<file path="config.mk">
export PLATFORM = sky130hd
export DESIGN_NAME = restador_multiciclo
export DESIGN_NICKNAME = d
export VERILOG_FILES = /design/src/rtl/restador_pkg.sv /design/src/rtl/sumador_rebanada.sv /design/src/rtl/restador_multiciclo.sv
export SDC_FILE = /design/constraint.sdc
export NUM_CORES = 1
export LEC_CHECK = 0
export ABC_AREA = 1
export BUFFER_PORTS_ARGS = -buffer_cell sky130_fd_sc_hd__clkbuf_2
export CAP_MARGIN = 0
export CORE_MARGIN = 4
export CORE_UTILIZATION = 50
export DETAILED_ROUTE_END_ITERATION = 6
export HOLD_SLACK_MARGIN = 0.02
export PLACE_DENSITY = 0.83
export SLEW_MARGIN = 20
export SYNTH_ARGS = -nofsm -noshare
export SYNTH_HDL_FRONTEND = slang
export SYNTH_SLANG_ARGS = --single-unit
</file>
<file path="constraint.sdc">
create_clock -name clk -period 2.3 [get_ports clk]
set_clock_uncertainty 0.1 [all_clocks]
set_input_delay 0.115 -clock clk [delete_from_list [all_inputs] [get_ports clk]]
set_output_delay 0.115 -clock clk [all_outputs]
set_load 0.01 [all_outputs]
</file>
<file path="src/rtl/restador_pkg.sv">
// restador_pkg: FSM states and mode encodings for the multi-cycle add/subtract unit.
package restador_pkg;
  typedef enum logic {REPOSO, CALCULO} estado_t;
  localparam logic MODO_SUMA  = 1'b0;
  localparam logic MODO_RESTA = 1'b1;
endpackage

</file>
<file path="src/rtl/sumador_rebanada.sv">
// sumador_rebanada: combinational m-bit slice adder with carry-in and carry-out.
module sumador_rebanada #(
  parameter int m = 8
) (
  input  logic [m-1:0] a_i,
  input  logic [m-1:0] b_i,
  input  logic         c_i,
  output logic [m-1:0] s_o,
  output logic         c_o
);
  assign {c_o, s_o} = {1'b0, a_i} + {1'b0, b_i} + (m+1)'(c_i);
endmodule

</file>
<file path="src/rtl/restador_multiciclo.sv">
// restador_multiciclo: n-bit add/subtract over n/m cycles with one m-bit slice adder.
module restador_multiciclo
  import restador_pkg::*;
#(
  parameter int n = 32,
  parameter int m = 8
) (
  input  logic         clk,
  input  logic         reset,
  input  logic         inicio,
  input  logic         modo,
  input  logic [n-1:0] entrada1,
  input  logic [n-1:0] entrada2,
  output logic         ocupado,
  output logic         listo,
  output logic [n-1:0] resultado,
  output logic         carry,
  output logic         negativo,
  output logic         desbordamiento,
  output logic         cero
);
  localparam int K  = n / m;
  localparam int CW = K > 1 ? $clog2(K) : 1;
  if (n % m != 0) begin : g_chk
    $error("restador_multiciclo: m must divide n");
  end
  estado_t        estado_q;
  logic [n-1:0]   a_q, b_q, r_q, r_d;
  logic [CW-1:0]  cnt_q;
  logic           modo_q, c_q, sa_q, sb_q;
  logic [m-1:0]   s;
  logic           c, ultimo;
  sumador_rebanada #(.m(m)) u_sum (
    .a_i(a_q[m-1:0]),
    .b_i(b_q[m-1:0] ^ {m{modo_q}}),
    .c_i(c_q),
    .s_o(s),
    .c_o(c)
  );
  // each new slice enters at the top so slice 0 lands in the LSBs after K shifts
  assign r_d    = (r_q >> m) | (n'(s) << (n - m));
  assign ultimo = cnt_q == CW'(K - 1);
  always_ff @(posedge clk) begin
    if (reset) begin
      estado_q       <= REPOSO;
      a_q            <= '0;
      b_q            <= '0;
      r_q            <= '0;
      cnt_q          <= '0;
      modo_q         <= MODO_SUMA;
      c_q            <= 1'b0;
      sa_q           <= 1'b0;
      sb_q           <= 1'b0;
      ocupado        <= 1'b0;
      listo          <= 1'b0;
      resultado      <= '0;
      carry          <= 1'b0;
      negativo       <= 1'b0;
      desbordamiento <= 1'b0;
      cero           <= 1'b0;
    end else begin
      listo <= 1'b0;
      if (estado_q == REPOSO) begin
        if (inicio) begin
          a_q      <= entrada1;
          b_q      <= entrada2;
          sa_q     <= entrada1[n-1];
          sb_q     <= entrada2[n-1];
          modo_q   <= modo;
          c_q      <= modo;
          cnt_q    <= '0;
          ocupado  <= 1'b1;
          estado_q <= CALCULO;
        end
      end else begin
        a_q   <= a_q >> m;
        b_q   <= b_q >> m;
        r_q   <= r_d;
        c_q   <= c;
        cnt_q <= ultimo ? '0 : cnt_q + 1'b1;
        if (ultimo) begin
          estado_q       <= REPOSO;
          ocupado        <= 1'b0;
          listo          <= 1'b1;
          resultado      <= r_d;
          carry          <= c;
          negativo       <= r_d[n-1];
          cero           <= r_d == '0;
          desbordamiento <= (modo_q == MODO_RESTA ? sa_q != sb_q : sa_q == sb_q) && (r_d[n-1] != sa_q);
        end
      end
    end
  end
endmodule

</file>
# Word level (Yosys, flattened, before mapping)
# Index checks and enable logic that the tools add are counted.
# word_totals
ff_bits	141
inputBits	68
out_inout_bits	38
# op_classes
add_sub_neg	3
n_eq_ne	5
muxes	17
bitwise	3
reduce_logical	8
# ops
cell	n
24-bit two-way mux	4
32-bit logical NOT	1
24-bit by 32-bit bitwise OR with 32-bit output	1
1-bit two-way mux	10
8-bit by 8-bit adder with 9-bit output	1
9-bit by 1-bit adder with 9-bit output	1
8-bit XOR	1
2-bit two-way mux	3
2-bit AND reduction	3
2-bit OR reduction	2
2-bit by 1-bit adder with 2-bit output (second input constant)	1
2-bit == test (second input constant)	1
1-bit inequality test	2
2-bit by 1-bit inequality test with 1-bit output (second input constant)	1
2-bit nonzero test	1
1-bit == test	1
1-bit logical AND	1
1-bit NOT	1

# Depth between registers and ports, before layout
# Gate-level depths: netlist of the first run.
# depth
ltp_word	6
depth_mapped	13
ltp_nobuf	12

# Modules after synthesis
# Synthesis of the first run repeated with hierarchy kept, for this count alone.
# hier_totals
cells_unflattened	751
area_unflattened_um2	5494.0
# by_module_without_submodules
mod	n_inst	cells_per_inst	area_each_um2	seq_area_each_um2
restador_multiciclo	1	692	5147.4	2642.5
sumador_rebanada	1	59	346.6	0.0

# Worst setup path before layout of the first run
# No wires, ideal clock.
# synth_timing
kind	register to register
start	register modo_q
end	register cero
setup_ps	58
arrival_time_ps	2101
slack_ps	41
stages_incl_launch_ff	13
path_cell_list	dfxtp_1 > buf_2 > xnor2_1 > fa_1 > fa_1 > nand2_1 > nor3_1 > nand2_1 > nor2_1 > nand3_1 > nor2_1 > nand3_1 > nand2_1
# synth_via
elab_chain_cells	5
# synth_lines
element	line_no	rtl
start, declared	restador_multiciclo.sv:30	logic modo_q, c_q, sa_q, sb_q;
start signal, assigned	restador_multiciclo.sv:69	modo_q <= modo;
8-bit XOR	restador_multiciclo.sv:35	.b_i(b_q[m-1:0] ^ {m{modo_q}}),
8-bit by 8-bit adder with 9-bit output	sumador_rebanada.sv:11	assign {c_o, s_o} = {1'b0, a_i} + {1'b0, b_i} + (m+1)'(c_i);
9-bit by 1-bit adder with 9-bit output	sumador_rebanada.sv:11	
24-bit by 32-bit bitwise OR with 32-bit output	restador_multiciclo.sv:41	assign r_d = (r_q >> m) | (n'(s) << (n - m));
32-bit logical NOT	restador_multiciclo.sv:88	cero <= r_d == '0;
end signal, assigned	restador_multiciclo.sv:60	cero <= 1'b0;
end signal, assigned	restador_multiciclo.sv:88	
end, declared	restador_multiciclo.sv:20	output logic cero
# Every way passes these cells.
# A chain may end at the register's enable or synchronous reset.

# Worst setup path after layout of the first run
# layout_timing
start	register b_q[0]
end	register cero
# layout_via
elab_chain_cells	5
# layout_lines
element	line_no	rtl
start, declared	restador_multiciclo.sv:28	logic [n-1:0] a_q, b_q, r_q, r_d;
start signal, assigned	restador_multiciclo.sv:66	b_q <= entrada2;
start signal, assigned	restador_multiciclo.sv:77	b_q <= b_q >> m;
8-bit XOR	restador_multiciclo.sv:35	
8-bit by 8-bit adder with 9-bit output	sumador_rebanada.sv:11	
9-bit by 1-bit adder with 9-bit output	sumador_rebanada.sv:11	
24-bit by 32-bit bitwise OR with 32-bit output	restador_multiciclo.sv:41	
32-bit logical NOT	restador_multiciclo.sv:88	
# Every way passes these cells.

==> results of run 1 <==
sequential cells by signal, summed over array words and instances (netlist names):
name,cells
ocupado,1
modo_q,1
desbordamiento,1
carry,1
sa_q,1
b_q,32
resultado,32
cnt_q,2
estado_q,1
sb_q,1
a_q,32
cero,1
listo,1
r_q,24
c_q,1
logic make-up (layout without fill, tap and decap cells):
kind of cell,count (synthesis),count (layout)
other cells,0,1
buf+inv,150,332
flops,132,132
simple gates,320,321
fa+ha+maj,11,11
xor+xnor,12,12
compound gates,119,119
critical path, stage by stage, from the launching register on:
cell and delay, ns:
dfxtp_1 0.32, xnor2_1 0.14, fa_2 0.37, fa_1 0.53, nand2_1 0.08, nor3_2 0.12, nand2_1 0.06, nor2_1 0.08
nand3_1 0.08, nor2_1 0.09, nand3_1 0.07, nand2_1 0.07
layout make-up:
| cell class | instances | area [sq um] | area share |
|---|---|---|---|
| diodes | 1 | 2.502 | 0.0003366 |
| clock buffers | 19 | 431.7 | 0.05807 |
| flip-flops and latches | 132 | 2643 | 0.3555 |
| repair buffers | 186 | 1324 | 0.1781 |
| well taps | 140 | 175.2 | 0.02357 |
| clock inverters | 13 | 170.2 | 0.02289 |
| inverters | 114 | 430.4 | 0.05790 |
| multi-input cells | 463 | 2257 | 0.3037 |
worst max path at each step:
stage	start	endpoint	slack, ns	cells after the start
final	b_q[0]$_SDFFE_PP0P_	cero$_SDFFE_PP0P_	0.13	11
after global routing	modo_q$_SDFFE_PP0P_	cero$_SDFFE_PP0P_	-0.04	11
after CTS	b_q[0]$_SDFFE_PP0P_	cero$_SDFFE_PP0P_	0.09	11
after detailed placement	modo_q$_SDFFE_PP0P_	cero$_SDFFE_PP0P_	0.10	11
after global placement	b_q[0]$_SDFFE_PP0P_	cero$_SDFFE_PP0P_	0.16	11
after floorplan	modo_q$_SDFFE_PP0P_	cero$_SDFFE_PP0P_	0.04	12
where the power goes:
| part | switching, mW | internal [mW] |
|---|---|---|
| sequential | 0.0578 | 2.38 |
| combinational | 0.413 | 0.295 |
| clock | 1.07 | 1.70 |
timing repair:
action	4_1_cts	5_1_grt
hold buffers	71	0
hold endpoints to repair	71	0
gates resized for setup	0	2
setup endpoints to repair	0	5
cell usage after synthesis (3+ instances only):
master    instances  area (sq um)
a21oi_1          22         110.1
a22oi_1           6         45.04
buf_1             5         18.77
buf_2            18         90.09
clkbuf_1          9         33.78
dfxtp_1         132          2643
ha_1              9         112.6
inv_1           109         409.1
inv_2             4         15.01
nand2_1         252         945.9
nand3_1          32         160.2
nor2_1           27         101.4
o211ai_1         11         82.58
o21ai_0          17         85.08
o21ai_1          31         155.2
o221ai_1          5         43.79
o22ai_1          24         150.1
xnor2_1           3         26.28
xor2_1            9         78.83
routing by layer:
layer | wire [microns] | GRT usage
met5 | 0 | 0
met4 | 530 | 0.1154
met3 | 1361 | 0.06738
met2 | 8298 | 0.4443
met1 | 6190 | 0.2907
==> flow_summary_export.csv, run 1 <==
group,metric,value,unit
power_and_ir_drop,power,5.914,mW
yosys,syn_area,5497,sq um
yosys,synth-xor-area-share,0.01912,
place,io_buffers,105,
timing,worst_pin_slew,1.055,ns
flow_run,cap_viol_max_count,0,
floorplanning,die_y,112.8,microns
critical_path,end_kind,"flop",
cts,clock-root-buffer,"clkbuf_8",
timing,timing.hold.ws,0.1365,ns
yosys,synth_simple_gate_area_frac,0.2345,
hold_path,holdPathEnd,"ocupado$_SDFFE_PP0P_",
cts,clkSinkCount,132,
route,dr.pass1.iters,5,
timing,hold_violations,0,
timing,grt_setup_unrepaired,"true",
yosys,synth-edff-count,0,
yosys,synth_cell_types,31,
layout,final_cell_mix,"252 x nand2_1, 132 x dfxtp_1, 109 x inv_1",
route,drtIter0Drc,405,
floorplanning,die-area,12730,sq um
floorplanning,core_area,10790,sq um
yosys,ys_seq_area_frac,0.4808,
yosys,synth_nets,823,
global_routing,antenna_found_initial,1,
global_routing,grt_overflow,0,
outcome,outcome,"finished, final reports clean",
yosys,async_reset_ff_frac,0,
yosys,muxShareOfSynthArea,0,
critical_path,cp.required,2.67,ns
yosys,synthCells,744,
place,dpl_cell_area,6085,sq um
yosys,synth-main-ff-cell,"dfxtp_1",
timing,setup_slack,0.1330,ns
floorplanning,rows,38,
yosys,synth_area_per_cell,7.388,sq um
critical_path,r2r_cells,11,
route,ant_nets,0,
layout,syn2layout_area_growth,35.24,%
place,place_inst,962,
place,post-place-ws,0.1027,ns
critical_path,critPathKind,"flop to flop",
place,dp_hpwl,9.008,mm
timing,maxSlewViolCount,0,
route,wl_per_cell,15.34,microns
layout,final_cells,1068,
layout,design_area,7433,sq um
timing,setup-violations-final,0,
power_and_ir_drop,p_leak,3.655,nW
cts,post_cts_buffers,0,
timing,relSlewSlack,0.2957,
layout,drive_gt1_frac,0.1704,
yosys,synth_top_family_by_area,"simple AND/OR/NAND/NOR gates",
yosys,synth_warnings,0,
cts,max-clock-path-buffers,2,
yosys,synth-compound-area-share,0.1268,
critical_path,rrSetupSlack,0.13,ns
cts,numCtsBuffers,17,
layout,final_core_utilization,0.6887,
layout,layout_commonest_cell,"nand2_1",
layout,nFillCells,788,
hold_path,hp-class,"input port to flop",
hold_path,whs_path_depth,5,
global_routing,grt_max_degree,54,
floorplanning,die_x,112.8,microns
route,vias_per_cell,5.154,
timing,fin_setup_tns,0,ns
timing,post-route-period-util,0.9422,
power_and_ir_drop,irDropWorstVdd,0.0004823,V
cts,clock_latency,0.53,ns
cts,ctsHtreeMaxLevel,4,
power_and_ir_drop,powerDensity,795.6,nW/um^2
place,gp_congestion,0.8526,
floorplanning,ios,106,
critical_path,reg2reg_to,"cero$_SDFFE_PP0P_",
global_routing,grtUsageTotal,0.2545,
timing,timing.fmax,0.4615,GHz
route,totalWireLength,16.38,mm
yosys,synthAdderAreaFrac,0.02777,
global_routing,grt_pass1_wl,25.99,mm
timing,min_period,2.167,ns
cts,clk_pin_slew,0.06,ns
hold_path,hold_start,"inicio",
critical_path,cp_max_fo,3,
global_routing,grt_pass1_vias,5402,
critical_path,startpoint_type,"flop",
route,vias,5505,
yosys,synth_seq_cells,132,
floorplanning,initial_utilization,0.5093,
layout,fin_nets,993,
critical_path,critPathArrivalTime,2.54,ns
route,drc,0,
critical_path,rr_startpoint,"b_q[0]$_SDFFE_PP0P_",
cts,tritoncts,"built",
No activity file was read; power rests on OpenSTA's default activity.
==> inputs of run 2 (changes only) <==
Settings changed: CORE_UTILIZATION 50 to 57, CTS_BUF_LIST set to sky130_fd_sc_hd__clkbuf_4, PLACE_DENSITY 0.83 to 0.89, SYNTH_HIERARCHICAL set to 1.
Clock period 2.3 ns to 2.15 ns, I/O delays scaled along.
==> run 2 against run 1 <==
Critical path depth increased by 3. Die area is 11% lower. Critical endpoint unchanged. Flip-flop and latch count is the same. Largest power group is now registers. Cell area is 0.39% higher. The run now ends with setup timing left.
==> flow_summary_export.csv, run 2 <==
group,metric,value,unit
yosys,synth_warnings,6,
cts,clkSinkCount,132,
route,vias_per_cell,5.517,
yosys,syn_area,5494,sq um
yosys,synthCells,751,
route,totalWireLength,18.09,mm
layout,final_cell_mix,"258 x nand2_1, 130 x dfxtp_1, 107 x inv_1",
cts,numCtsBuffers,17,
floorplanning,die_y,106.2,microns
floorplanning,die_x,106.2,microns
layout,antennaDiodeCount,0,
power_and_ir_drop,irDropWorstVdd,0.0003613,V
critical_path,rrSetupSlack,-0.22,ns
yosys,synth_cell_types,29,
outcome,violations,"setup timing",
hold_path,whs_path_depth,4,
timing,hold_violations,0,
hold_path,hp-class,"input port to flop",
place,dpl_cell_area,6103,sq um
critical_path,critPathArrivalTime,2.72,ns
floorplanning,rows,35,
timing,post-route-period-util,1.103,
yosys,ys_seq_area_frac,0.4810,
outcome,outcome,"finished with violations",
cts,clk_pin_slew,0.14,ns
layout,drive_gt1_frac,0.1904,
timing,timing.fmax,0.4219,GHz
cts,tritoncts,"built",
hold_path,holdPathEnd,"a_q[24]$_SDFFE_PP0P_",
layout,design_area,7462,sq um
place,gp_congestion,0.8760,
timing,worst_pin_slew,0.5480,ns
layout,fin_nets,1026,
yosys,synth_commonest_cells,"262 x nand2_1, 132 x dfxtp_1, 109 x inv_1, 34 x nand3_1, 33 x nor2_1",
critical_path,critPathKind,"flop to flop",
layout,syn2layout_area_growth,35.82,%
route,ant_nets,0,
cts,clock_latency,0.54,ns
floorplanning,initial_utilization,0.5890,
route,drtIter0Drc,527,
critical_path,end_kind,"flop",
yosys,yosys-top-cells-area,"dfxtp_1 48%, nand2_1 18%, inv_1 7.4%, nand3_1 3.1%, o22ai_1 2.7%",
timing,maxSlewViolCount,0,
place,dp_hpwl,8.890,mm
timing,relSlewSlack,0.6347,
critical_path,r2r_cells,14,
cts,clock-root-buffer,"clkbuf_4",
yosys,synth-main-ff-cell,"dfxtp_1",
timing,setup-violations-final,5,
timing,min_period,2.370,ns
power_and_ir_drop,power,5.192,mW
yosys,synth_area_per_cell,7.316,sq um
layout,reg_top3,"a_q: 32 flops, b_q: 32 flops, resultado: 32 flops",
global_routing,grt_max_degree,54,
yosys,synth-edff-count,0,
global_routing,grt_pass1_wl,28.84,mm
place,io_buffers,105,
global_routing,antenna_found_initial,0,
yosys,async_reset_ff_frac,0,
global_routing,grt_pass1_vias,5919,
hold_path,hold_start,"reset",
route,vias,6014,
flow_run,cap_viol_max_count,0,
power_and_ir_drop,powerDensity,695.8,nW/um^2
cts,ctsHtreeMaxLevel,4,
route,wl_per_cell,16.60,microns
layout,final_core_utilization,0.8000,
yosys,synth_seq_cells,132,
power_and_ir_drop,p_leak,3.670,nW
route,drc,0,
yosys,synth_top_area_cell,"dfxtp_1",
yosys,yosysMostFrequentCell,"nand2_1",
critical_path,crit_path_start,"b_q[0]$_SDFFE_PP0P_",
critical_path,cp_max_fo,2,
layout,layout_commonest_cell,"nand2_1",
critical_path,startpoint_type,"flop",
floorplanning,ios,106,
critical_path,reg2reg_to,"cero$_SDFFE_PP0P_",
global_routing,grt_overflow,0,
critical_path,rr_startpoint,"b_q[0]$_SDFFE_PP0P_",
timing,timing.hold.ws,0.04381,ns
timing,grt_setup_unrepaired,"true",
floorplanning,core_area,9328,sq um
timing,setup_slack,-0.2205,ns
yosys,synth_top_area_share,0.4810,
cts,max-clock-path-buffers,2,
global_routing,grtUsageTotal,0.3202,
yosys,synth_nets,829,
floorplanning,die-area,11270,sq um
route,dr.pass1.iters,6,
critical_path,cp.required,2.50,ns
[run 2: cell count changes after synthesis, sizes merged, moves of 3 or more]
cell,change
o21ai,-10
nor2,+6
o211ai,+6
nand2,+12
a22oi,-3
[run 2: per-stage QoR]
step / cells / setup TNS [ns] / setup slack [ns]
3_3_place_gp: 960 / -0.01994 / -0.01994
2_1_floorplan: 751 / -0.06978 / -0.06978
3_5_place_dp: 960 / -0.1818 / -0.09657
6_report: 1090 / -0.7081 / -0.2205
4_1_cts: 1089 / -0.06336 / -0.06336
5_1_grt: 1090 / -0.9957 / -0.2372
[run 2: worst max-delay path by stage]
stage | to | slack (ns) | cells past startpoint
2_1_floorplan | cero$_SDFFE_PP0P_ | -0.07 | 15
5_1_grt | cero$_SDFFE_PP0P_ | -0.24 | 14
6_report | cero$_SDFFE_PP0P_ | -0.22 | 14
3_5_place_dp | cero$_SDFFE_PP0P_ | -0.1 | 14
3_3_place_gp | cero$_SDFFE_PP0P_ | -0.02 | 14
4_1_cts | cero$_SDFFE_PP0P_ | -0.06 | 14
[run 2: cell type report]
type,instances,area [sq um]
fillers,531,1866
clock buffers,17,127.6
inverters,114,432.9
well taps,129,161.4
multi-input cells,469,2330
repair buffers,214,1605
flip-flops and latches,132,2645
clock inverters,15,160.2
[run 2: kinds of logic (layout without fill, tap and decap cells)]
family	count (synthesis)	count (layout)	synth area share
adders and majority gates	10	10	0.02551
DFF	132	132	0.4810
and+or+nand+nor	337	337	0.2446
AOI/OAI and AO/OA	110	110	0.1198
buffers and inverters	150	360	0.1100
xor gates and xnor gates	12	12	0.01913
[run 2: critical path, stage by stage (launching register included)]
cell and delay, ns:
dfxtp_2 0.35, xor2_1 0.17, fa_2 0.38, fa_2 0.39
nand2_2 0.08, nand2_2 0.06, nand3b_1 0.13, nand2_1 0.11
nand2_1 0.09, nand2_1 0.07, inv_2 0.06, nand3_2 0.05
nor2_1 0.09, nand2_1 0.05, o21bai_1 0.12
[run 2: where the power goes]
group	total [mW]	internal (mW)	switching, mW
Sequential	2.61	2.54	0.0662
Combinational	0.863	0.378	0.485
Clock	1.72	0.627	1.09
[run 2: routing by layer]
layer  up-vias  share of wire  track usage  wire, microns
met5         -              0            0              0
met3       114          0.088      0.07832           1587
met1      2723           0.36       0.3577           6519
li1       2744              -            -              -
met2       433           0.49       0.5457           8843
met4         0          0.063       0.1998           1143
[run 2: repair_timing]
| item | in CTS | in global routing |
|---|---|---|
| gates resized for setup | 5 | 14 |
| setup buffers | 4 | 0 |
| endpoints found under the setup margin | 2 | 10 |
| pin swaps | 7 | 3 |
| endpoints found under the hold margin | 75 | 0 |
| hold buffers | 93 | 0 |
==> inputs of run 3 (changes only) <==
Settings changed: GPL_TIMING_DRIVEN set to 0.
Clock period 2.15 ns to 2.25 ns, I/O delays scaled along.
==> run 3 against run 2 <==
The run still ends with setup timing left. Combinational power shrank 2.5%. Die area is the same. Register-to-register slack is essentially flat. Non-clock buffer count grew 12. First-iteration DRC count grew 12%. Total power shrank 4.8%. Sequential share of layout area grew 0.32 points. Routed wire length shrank 0.91%. Utilization shrank 0.68 points. Critical path type unchanged.
==> flow_summary_export.csv, run 3 (same netlist as run 2, synthesis figures left out) <==
group,metric,value,unit
place,io_buffers,105,
timing,hold_violations,0,
critical_path,cp_max_fo,3,
place,gp_congestion,0.8310,
timing,maxSlewViolCount,0,
hold_path,hp-class,"input port to flop",
route,drtIter0Drc,588,
route,vias,6033,
power_and_ir_drop,powerDensity,668.1,nW/um^2
floorplanning,ios,106,
layout,antennaDiodeCount,0,
cts,numCtsBuffers,17,
power_and_ir_drop,p_leak,3.679,nW
critical_path,crit_path_max_incr_delay,0.39,ns
floorplanning,die_x,106.2,microns
cts,tritoncts,"built",
critical_path,rrSetupSlack,-0.21,ns
cts,clk_pin_slew,0.14,ns
power_and_ir_drop,irDropWorstVdd,0.0004249,V
outcome,outcome,"finished with violations",
critical_path,crit_path_frequent_cell,"nand2_1",
cts,clock-root-buffer,"clkbuf_4",
layout,layout_commonest_cell,"nand2_1",
timing,setup-violations-final,6,
outcome,violations,"setup timing",
floorplanning,rows,35,
layout,reg_top3,"a_q: 32 flops, b_q: 32 flops, resultado: 32 flops",
critical_path,end_kind,"flop",
timing,timing.fmax,0.4065,GHz
timing,fin_setup_tns,-0.8276,ns
critical_path,cp.required,2.63,ns
global_routing,antenna_found_initial,0,
critical_path,critPathKind,"flop to flop",
route,drc,0,
critical_path,cp_slowest_cell,"dfxtp_4",
floorplanning,die_y,106.2,microns
layout,nFillCells,563,
timing,post-route-period-util,1.093,
route,vias_per_cell,5.475,
floorplanning,initial_utilization,0.5890,
global_routing,grt_overflow,0,
flow_run,cap_viol_max_count,0,
power_and_ir_drop,power,4.943,mW
cts,clock_latency,0.56,ns
global_routing,grtUsageTotal,0.3188,
route,ant_nets,0,
cts,ctsHtreeMaxLevel,4,
timing,timing.hold.ws,0.05002,ns
critical_path,startpoint_type,"flop",
route,wl_per_cell,16.27,microns
floorplanning,core_area,9328,sq um
cts,clkSinkCount,132,
global_routing,grt_max_degree,17,
global_routing,grt_pass1_wl,28.54,mm
layout,drive_gt1_frac,0.2127,
route,dr.pass1.iters,6,
global_routing,grt_pass1_vias,6031,
timing,setup_slack,-0.2102,ns
place,dp_hpwl,10.14,mm
timing,worst_pin_slew,0.6485,ns
layout,fin_nets,1038,
timing,relSlewSlack,0.5676,
route,totalWireLength,17.93,mm
floorplanning,die-area,11270,sq um
cts,max-clock-path-buffers,2,
layout,final_cell_mix,"256 x nand2_1, 131 x dfxtp_1, 107 x inv_1",
critical_path,critPathArrivalTime,2.84,ns
critical_path,crit_chain,"xor2_4 > fa_2 > fa_2 > nand2_1 > nand2_1 > nand3b_1 > nand2_1 > nand2_1 > nand2_2 > inv_2 > nand3_2 > nor2_2 > nand2_1 > o21bai_1",
timing,min_period,2.460,ns
timing,grt_setup_unrepaired,"true",
layout,syn2layout_area_growth,34.66,%
[run 3: cell count changes in the layout (fill, tap and decap cells not counted), moves of 2 or more]
cell           before  now
inv_8               4    2
nand2_1           258  256
buf_2               0   21
clkbuf_1            0   10
dlygate4sd3_1      93   73
dfxtp_2             2    0
buf_12              2    0
clkinv_4            3    0
inv_6               6    8
nand2_4             0    2
buf_4              13   15
[run 3: cell type report]
type | instances | area [sq um] | share of cell area
buffer | 35 | 168.9 | 0.02283
sequential | 132 | 2646 | 0.3577
timing repair buffer | 191 | 1358 | 0.1835
clock buffer | 17 | 127.6 | 0.01725
inverter | 114 | 430.4 | 0.05818
clock inverter | 15 | 158.9 | 0.02148
multi-input combinational | 469 | 2347 | 0.3173
tap | 129 | 161.4 | 0.02182
[run 3: metal layers]
| metal | global-route usage | routed length [microns] | part of all wire |
|---|---|---|---|
| met5 | 0 | 0 | 0 |
| met4 | 0.1878 | 1022 | 0.057 |
| met3 | 0.08986 | 1660 | 0.093 |
| met2 | 0.5566 | 8746 | 0.49 |
| met1 | 0.3420 | 6498 | 0.36 |
[run 3: per-stage QoR]
step                cell area, sq um  setup WS [ns]  utilization  instances
CTS                             7313        -0.2454       0.7840       1097
global route                    7398        -0.3225       0.7932       1102
detailed placement              6188        -0.2819       0.6634        985
finish                          7398        -0.2102       0.7932       1102
global placement                6188        -0.2330       0.6634        985
floorplan                       5502        0.02267            -        751
[run 3: path summary, 6_finish.rpt]
kind         cells after the start                       start                          to
max                             14         modo_q$_SDFFE_PP0P_           cero$_SDFFE_PP0P_
max reg2reg                     14         modo_q$_SDFFE_PP0P_           cero$_SDFFE_PP0P_
min                              4                      inicio        b_q[27]$_SDFFE_PP0P_
min reg2reg                      2  resultado[27]$_SDFFE_PP0P_  resultado[27]$_SDFFE_PP0P_
[run 3: critical path: cells and delay by family, from the launching register on]
family                   cells  cell delay [ns]
adder cells (fa/ha/maj)      2             0.75
buffers and inverters        1             0.06
AO/OA/AOI/OAI                1             0.12
flip-flops                   1             0.39
XOR/XNOR                     1             0.19
AND/OR/NAND/NOR              9             0.78
[run 3: report_power, final]
| part | switching, mW | internal (mW) |
|---|---|---|
| clock | 1.02 | 0.596 |
| sequential | 0.0595 | 2.43 |
| combinational | 0.485 | 0.356 |
| total | 1.56 | 3.38 |
[run 3: what timing repair did]
item / 4_1_cts / 5_1_grt
buffers inserted: 7 / 6
resized for setup: 14 / 12
hold buffers: 73 / 0
pin swaps: 11 / 14
endpoints found under the hold margin: 84 / 0
endpoints found under the setup margin: 6 / 9
